### config.mk
export PLATFORM = sky130hd
export DESIGN_NAME = conv_writeback
export DESIGN_NICKNAME = d
export VERILOG_FILES = /design/src/rtl/conv_writeback.sv
export SDC_FILE = /design/constraint.sdc
export NUM_CORES = 2
export LEC_CHECK = 0
export CAP_MARGIN = 20
export CORE_ASPECT_RATIO = 1.2
export CORE_MARGIN = 4
export CORE_UTILIZATION = 35
export DETAILED_ROUTE_END_ITERATION = 8
export GPL_TIMING_DRIVEN = 0
export PLACE_DENSITY = 0.6
export SETUP_SLACK_MARGIN = 0.4
export SKIP_CTS_REPAIR_TIMING = 1
export SLEW_MARGIN = 20
export SYNTH_ARGS = -nofsm -noshare
export SYNTH_HDL_FRONTEND = slang
export SYNTH_SLANG_ARGS = --single-unit
export TNS_END_PERCENT = 50
### constraint.sdc
create_clock -name Clk -period 48.9 [get_ports Clk]
set_clock_uncertainty 0.05 [all_clocks]
set_input_delay 4.89 -clock Clk [delete_from_list [all_inputs] [get_ports Clk]]
set_output_delay 4.89 -clock Clk [all_outputs]
set_load 0.05 [all_outputs]
### src/rtl/conv_writeback.sv
// conv_writeback: buffers 4-channel result pixels in a small FIFO and
// serialises each pixel into four single-word memory writes (lane 0..3).
// Address = per-channel base + row + col*out_size (raster order).
// Build option: define CONV_WB_RELU_EN to clamp negative channel words to
// zero at the FIFO output (same timing either way).
`timescale 1ns/1ps
module conv_writeback #(
    parameter int DataWidth    = 32,
    parameter int MaxAddrWidth = 32,
    parameter int MaxPictWidth = 9,
    parameter int MaxPixelNum  = 18,
    parameter int FifoDepth    = 4
) (
    input  logic                    Clk,
    input  logic                    Rst,
    input  logic                    inst_tag_in,
    input  logic [MaxAddrWidth-1:0] out_addr0_in,
    input  logic [MaxAddrWidth-1:0] out_addr1_in,
    input  logic [MaxAddrWidth-1:0] out_addr2_in,
    input  logic [MaxAddrWidth-1:0] out_addr3_in,
    input  logic [MaxPictWidth-1:0] out_size_in,
    input  logic [4*DataWidth-1:0]  result_in,
    input  logic                    result_valid_in,
    output logic                    result_ready_out,
    output logic [MaxAddrWidth-1:0] write_addr_out,
    output logic [DataWidth-1:0]    write_wdata_out,
    output logic                    write_en_out,
    input  logic                    write_ready_in,
    output logic                    busy_out,
    output logic                    done_out,
    output logic                    overflow_out
);
    localparam int PTR_W = (FifoDepth > 1) ? $clog2(FifoDepth) : 1;
    localparam int CNT_W = PTR_W + 1;
    localparam logic [CNT_W-1:0] DEPTH_C = CNT_W'(FifoDepth);

    typedef enum logic [1:0] {
        ST_IDLE = 2'd0,
        ST_RUN  = 2'd1,
        ST_DONE = 2'd2
    } state_t;

    state_t                  state_r, state_nx;
    logic                    tag_dly_r;
    logic [MaxAddrWidth-1:0] base_r [4];
    logic [MaxPictWidth-1:0] size_r;
    logic [4*DataWidth-1:0]  mem_r [FifoDepth];
    logic [PTR_W-1:0]        wr_ptr_r, wr_ptr_nx, rd_ptr_r, rd_ptr_nx;
    logic [CNT_W-1:0]        count_r, count_nx, remain_s;
    logic [1:0]              lane_r, lane_nx;
    logic [MaxPictWidth-1:0] row_r, row_nx, col_r, col_nx;
    logic [MaxPixelNum-1:0]  accum_r, accum_nx;
    logic                    overflow_r;
    logic                    wen_r, wen_nx;
    logic [MaxAddrWidth-1:0] waddr_r, waddr_nx, base_sel_s;
    logic [DataWidth-1:0]    wdata_r, wdata_nx, word_sel_s;
    logic [4*DataWidth-1:0]  head_s;

    logic inst_changed_s, run_s, start_s, accept_s, pop_s, push_s, ovf_set_s, last_pix_s;
    logic [MaxPictWidth-1:0] size_m1_s;

    // Negative words become zero when the clamp is built in.
    function automatic logic [DataWidth-1:0] relu_f(input logic [DataWidth-1:0] w);
`ifdef CONV_WB_RELU_EN
        relu_f = w[DataWidth-1] ? {DataWidth{1'b0}} : w;
`else
        relu_f = w;
`endif
    endfunction

    assign inst_changed_s   = inst_tag_in ^ tag_dly_r;
    assign run_s            = (state_r == ST_RUN);
    assign start_s          = (state_r != ST_RUN) && inst_changed_s;
    assign accept_s         = wen_r && write_ready_in;
    assign pop_s            = accept_s && (lane_r == 2'd3);
    assign size_m1_s        = size_r - MaxPictWidth'(1'b1);
    assign last_pix_s       = (row_r == size_m1_s) && (col_r == size_m1_s);
    // A full FIFO still takes a pixel when the head leaves on the same edge.
    assign push_s           = run_s && result_valid_in && ((count_r < DEPTH_C) || pop_s);
    assign ovf_set_s        = run_s && result_valid_in && (count_r == DEPTH_C) && !pop_s;
    assign result_ready_out = run_s && (count_r < DEPTH_C);
    assign busy_out         = (state_r == ST_RUN);
    assign done_out         = (state_r == ST_DONE);
    assign overflow_out     = overflow_r;
    assign write_en_out     = wen_r;
    assign write_addr_out   = waddr_r;
    assign write_wdata_out  = wdata_r;

    // Next-state decode for the IDLE/RUN/DONE controller.
    always_comb begin
        state_nx = state_r;
        case (state_r)
            ST_IDLE, ST_DONE: begin
                if (inst_changed_s) begin
                    state_nx = (out_size_in == {MaxPictWidth{1'b0}}) ? ST_DONE : ST_RUN;
                end else begin
                    state_nx = state_r;
                end
            end
            ST_RUN: begin
                if (pop_s && last_pix_s) begin
                    state_nx = ST_DONE;
                end else begin
                    state_nx = ST_RUN;
                end
            end
            default: state_nx = ST_IDLE;
        endcase
    end

    // Next values of FIFO pointers, lane and raster counters.
    always_comb begin
        lane_nx   = lane_r;
        row_nx    = row_r;
        col_nx    = col_r;
        accum_nx  = accum_r;
        rd_ptr_nx = rd_ptr_r;
        wr_ptr_nx = wr_ptr_r;
        remain_s  = count_r - CNT_W'(pop_s);
        count_nx  = remain_s + CNT_W'(push_s);
        if (start_s) begin
            lane_nx   = 2'd0;
            row_nx    = '0;
            col_nx    = '0;
            accum_nx  = '0;
            rd_ptr_nx = '0;
            wr_ptr_nx = '0;
            remain_s  = '0;
            count_nx  = '0;
        end else begin
            if (accept_s) begin
                lane_nx = lane_r + 2'd1;
            end else begin
                lane_nx = lane_r;
            end
            if (pop_s) begin
                rd_ptr_nx = rd_ptr_r + PTR_W'(1'b1);
                if (row_r == size_m1_s) begin
                    row_nx   = '0;
                    col_nx   = col_r + MaxPictWidth'(1'b1);
                    accum_nx = accum_r + MaxPixelNum'(size_r);
                end else begin
                    row_nx   = row_r + MaxPictWidth'(1'b1);
                end
            end else begin
                rd_ptr_nx = rd_ptr_r;
            end
            if (push_s) begin
                wr_ptr_nx = wr_ptr_r + PTR_W'(1'b1);
            end else begin
                wr_ptr_nx = wr_ptr_r;
            end
        end
    end

    // Next write request: built from post-edge state so a held request only
    // advances on accept; pixels pushed this edge are not yet visible.
    always_comb begin
        wen_nx = (state_nx == ST_RUN) && (remain_s != '0);
        head_s = mem_r[rd_ptr_nx];
        case (lane_nx)
            2'd0:    begin base_sel_s = base_r[0]; word_sel_s = head_s[0*DataWidth +: DataWidth]; end
            2'd1:    begin base_sel_s = base_r[1]; word_sel_s = head_s[1*DataWidth +: DataWidth]; end
            2'd2:    begin base_sel_s = base_r[2]; word_sel_s = head_s[2*DataWidth +: DataWidth]; end
            2'd3:    begin base_sel_s = base_r[3]; word_sel_s = head_s[3*DataWidth +: DataWidth]; end
            default: begin base_sel_s = base_r[0]; word_sel_s = head_s[0*DataWidth +: DataWidth]; end
        endcase
        if (wen_nx) begin
            waddr_nx = base_sel_s + MaxAddrWidth'(row_nx) + MaxAddrWidth'(accum_nx);
            wdata_nx = relu_f(word_sel_s);
        end else begin
            waddr_nx = '0;
            wdata_nx = '0;
        end
    end

    // Delayed tag so a toggle appears as a one-cycle change.
    always_ff @(posedge Clk or posedge Rst) begin
        if (Rst) tag_dly_r <= 1'b0;
        else     tag_dly_r <= inst_tag_in;
    end

    // Controller state register.
    always_ff @(posedge Clk or posedge Rst) begin
        if (Rst) state_r <= ST_IDLE;
        else     state_r <= state_nx;
    end

    // Per-instruction bases and picture size, captured on instruction start.
    always_ff @(posedge Clk or posedge Rst) begin
        if (Rst) begin
            for (int i = 0; i < 4; i++) base_r[i] <= '0;
            size_r <= '0;
        end else if (start_s) begin
            base_r[0] <= out_addr0_in;
            base_r[1] <= out_addr1_in;
            base_r[2] <= out_addr2_in;
            base_r[3] <= out_addr3_in;
            size_r    <= out_size_in;
        end
    end

    // FIFO pointers, occupancy, lane and raster counters.
    always_ff @(posedge Clk or posedge Rst) begin
        if (Rst) begin
            wr_ptr_r <= '0;
            rd_ptr_r <= '0;
            count_r  <= '0;
            lane_r   <= 2'd0;
            row_r    <= '0;
            col_r    <= '0;
            accum_r  <= '0;
        end else begin
            wr_ptr_r <= wr_ptr_nx;
            rd_ptr_r <= rd_ptr_nx;
            count_r  <= count_nx;
            lane_r   <= lane_nx;
            row_r    <= row_nx;
            col_r    <= col_nx;
            accum_r  <= accum_nx;
        end
    end

    // Pixel storage.
    always_ff @(posedge Clk or posedge Rst) begin
        if (Rst) begin
            for (int i = 0; i < FifoDepth; i++) mem_r[i] <= '0;
        end else if (push_s) begin
            mem_r[wr_ptr_r] <= result_in;
        end
    end

    // Sticky overflow, cleared when a new instruction starts.
    always_ff @(posedge Clk or posedge Rst) begin
        if (Rst)            overflow_r <= 1'b0;
        else if (start_s)   overflow_r <= 1'b0;
        else if (ovf_set_s) overflow_r <= 1'b1;
    end

    // Registered memory write port.
    always_ff @(posedge Clk or posedge Rst) begin
        if (Rst) begin
            wen_r   <= 1'b0;
            waddr_r <= '0;
            wdata_r <= '0;
        end else begin
            wen_r   <= wen_nx;
            waddr_r <= waddr_nx;
            wdata_r <= wdata_nx;
        end
    end
endmodule

==> out/qor.csv <==
stage,metric,value,unit
logic_synthesis,synth_top_family_by_area,multiplexers,
setup_path,crit_arrival,12.47,ns
sta,fin_crit_sh,24.4,%
place,post-place-ws,36.44,ns
cells_and_area,area_growth_syn_to_layout,23.0,%
die,initial_core_util,35.3,%
setup_path,timing.critical_path.buf_inv,5,
detailed_routing,vias,25100,
setup_path,cp.required,49.44,ns
detailed_routing,dr.pass1.iters,5,
sta,finalHoldViolations,0,
worst_hold_path,hold_path_class,flip-flop to flip-flop,
setup_path,cp-start-kind,input pin,
pwr,combPwrFrac,44.8,%
global_routing,antenna_found_initial,23,
logic_synthesis,syn_nets,3357,
logic_synthesis,synth_ff_type,dfrtp_1,
logic_synthesis,synth_top_area_share,54.1,%
setup_path,crit_type,input pin to flip-flop,
pwr,seqPwrFrac,33.6,%
logic_synthesis,synthSimpleGateAreaFrac,9.73,%
clocking,clockBufferDepth,3,
global_routing,grt_usage,21.2,%
clocking,path_clk_slew,0.06,ns
logic_synthesis,synthTopCellsByArea,"dfrtp_1, mux2_2, mux2i_1, nand2_1, o22ai_1",
sta,drv_slew,0,
pwr,clock_power_share,21.7,%
die,die_area,106000,µm²
setup_path,crit_family,compound AO/OA/AOI/OAI gates,
place,dp_cells,4664,
die,ios,339,
sta,fmax,0.0838,GHz
logic_synthesis,synth_compound_area_share,5.18,%
global_routing,grt_pass1_wl,168,mm
logic_synthesis,ys_seq_area_share,54.1,%
setup_path,critPathMaxStageDelay,0.62,ns
clocking,numCtsBuffers,84,
logic_synthesis,yosys_warnings,0,
setup_path,crit_fanout,10,
global_routing,grt_max_degree,102,
cells_and_area,nNetsFinal,3789,
pwr,p_per_area,70.0,nW/µm²
global_routing,first_global_vias,25600,
global_routing,grt_overflow,0,
logic_synthesis,synth_area_leader_cell,dfrtp_1,
detailed_routing,drc,0,
place,placed_area,40600,µm²
die,row_count,127,
logic_synthesis,synth_area,35300,µm²
pwr,ir_drop,0.0441,mV
logic_synthesis,synth_common_cells,"dfrtp_1, mux2_2, nand2_1",
pwr,switchingPower,1.19,mW
die,coreArea,100000,µm²
cells_and_area,fin_area,43400,µm²
run,maxCapViolCount,0,
logic_synthesis,synthAdderAreaFrac,2.32,%
logic_synthesis,synth_area_per_cell,11.7,µm²
pwr,power.leakage,19.2,nW
place,io_buffer_count,338,
sta,setup_viol,0,
logic_synthesis,syn_inst,3028,
logic_synthesis,synth.area.mux_share,23.9,%
detailed_routing,wl_per_cell,23.6,µm
cells_and_area,layout.cells.non_filler,4818,
place,routabilityCongestion,0.880,
clocking,insertion_delay,0.68,ns
sta,rsz0062_at_grt,false,
setup_path,crit_path_top_delay_cell,or4b_1,
clocking,clockRootBuffer,clkbuf_16,
logic_synthesis,async_reset_ff_share,100,%
logic_synthesis,synth_seq_cells,763,
logic_synthesis,yosysMostFrequentCell,dfrtp_1,
die,die_y,356,µm
clocking,htreeDepth,3,
sta,tightestPinTransition,1.15,ns
pwr,p_int,1.84,mW
setup_path,endpoint_kind,flip-flop,
sta,period_needed,11.93,ns
die,die_w,298,µm
detailed_routing,vias_per_cell,5.22,
clocking,cts_tree,built,
detailed_routing,wl,114,mm
clocking,clock-sinks,763,
sta,setup_ws,36.97,ns
logic_synthesis,yosys.cell_types.count,69,
pwr,sw_frac_of_total,39.3,%
detailed_routing,drtIter0Drc,1493,
setup_path,path_cells,"clkdlybuf4s50_1, nand2_2, xnor2_1, clkbuf_1, clkbuf_1, clkbuf_1, nand2_1, a31oi_1, o22ai_1, fa_1, inv_1, ha_1, a211oi_1, o21ai_0, o21ai_0, o21ai_0, a21oi_1, or4b_1, or3_1, a21oi_1",
logic_synthesis,synthXorXnorAreaFrac,2.17,%
sta,final.setup.tns,0,ns
detailed_routing,ant_nets,0,
sta,slew_headroom,23.6,%
outcome,status,completed,
sta,hold_ws,0.421,ns
cells_and_area,drive_gt1_share,19.6,%
place,hpwl,84.1,mm
logic_synthesis,synth-edff-count,0,
## stage by stage
step	power [mW]	util, %
after floorplan	1.92	-
after global placement	2.37	40.3
after detailed placement	2.39	40.5
after CTS	3.06	43.4
after global routing	3.21	43.4
final	3.04	43.4
## logic make-up after synthesis
family | after synthesis
AO/OA/AOI/OAI | 288
XOR/XNOR | 86
adder cells (fa/ha/maj) | 59
buffers and inverters | 240
flip-flops | 763
multiplexers | 780
AND/OR/NAND/NOR | 812
## worst reg2reg max path, stage by stage, from the launching register on
cell	delay (ns)
dfrtp_1	0.49
inv_1	0.12
ha_1	0.14
clkbuf_1	0.32
or4b_1	0.56
nor4_2	0.31
xnor2_1	0.11
nor2_1	0.12
nand4bb_1	0.14
clkbuf_1	0.32
clkbuf_1	0.54
nand2_1	0.36
nor2_1	0.31
inv_1	0.09
fa_1	0.44
inv_1	0.07
ha_1	0.21
fa_1	0.26
a211oi_1	0.11
o21ai_0	0.44
o21ai_0	0.28
o21ai_0	0.47
a21oi_1	0.29
or4_4	0.55
or3_1	0.33
a21oi_1	0.31
## cell usage in the layout, fill, tap and decap left out, types with 11 or more instances in the layout
cell type	instances
nor3_1	29
mux2_2	512
clkbuf_8	15
xnor2_1	57
nand2_1	501
a21o_1	11
inv_1	54
o21ai_0	34
clkbuf_16	85
or2_2	11
clkbuf_1	163
buf_2	11
clkdlybuf4s50_1	338
buf_1	18
xor2_1	27
a21oi_1	39
o22ai_1	139
nor4_1	40
fa_1	11
nor2_1	149
a31oi_1	22
ha_1	48
clkinv_2	17
nand3_1	24
dfrtp_1	763
mux2i_1	267
## per-layer routing
layer | vias up | part of all wire [%] | track usage, %
met1 | 12700 | 40 | 25.7
li1 | 11500 | - | -
met3 | 206 | 6.0 | 4.52
met2 | 712 | 50 | 37.4
met5 | - | 0.11 | 0
met4 | 20 | 3.4 | 7.13
## path summary, 6_finish.rpt
check / cells past startpoint / start / end / slack (ns)
max in group asynchronous: 6 / Rst / mem_r[138] / 42.15
min in group asynchronous: 2 / Rst / base_r[21] / 4.54
worst min register to register: 2 / base_r[80] / base_r[80] / 0.42
worst min-delay path: 2 / base_r[80] / base_r[80] / 0.42
worst max-delay path: 20 / write_ready_in / write_addr_out[30] / 36.97
worst max register to register: 25 / size_r[0] / write_addr_out[29] / 41.06
## state kept, by name, indices dropped and copies added, names as in the netlist
signal and cells:
mem_r 512, base_r 128, write_addr_out 32, write_wdata_out 32, accum_r 18, col_r 9, row_r 9, size_r 9
count_r 3, lane_r 2, rd_ptr_r 2, state_r 2, wr_ptr_r 2, overflow_out 1, tag_dly_r 1, write_en_out 1
## layout make-up
cell class / count / area [µm²]
antenna: 8 / 20.0
buffer: 183 / 712
clock buffer: 111 / 2370
clock inverter: 35 / 485
fill: 9478 / 56700
inverter: 57 / 221
multi-input combinational: 2025 / 15300
sequential: 763 / 19100
tap: 1290 / 1610
timing repair buffer: 346 / 3600
## power groups by stage
stage / sequential, mW / clock (mW) / combinational [mW]
floorplan: 1.08 / 0 / 0.836
global placement: 1.03 / 0 / 1.35
detailed placement: 1.03 / 0 / 1.36
CTS: 1.02 / 0.675 / 1.37
global route: 1.05 / 0.700 / 1.46
finish: 1.02 / 0.659 / 1.36
Note: power is estimated with default switching activity, not from simulation.
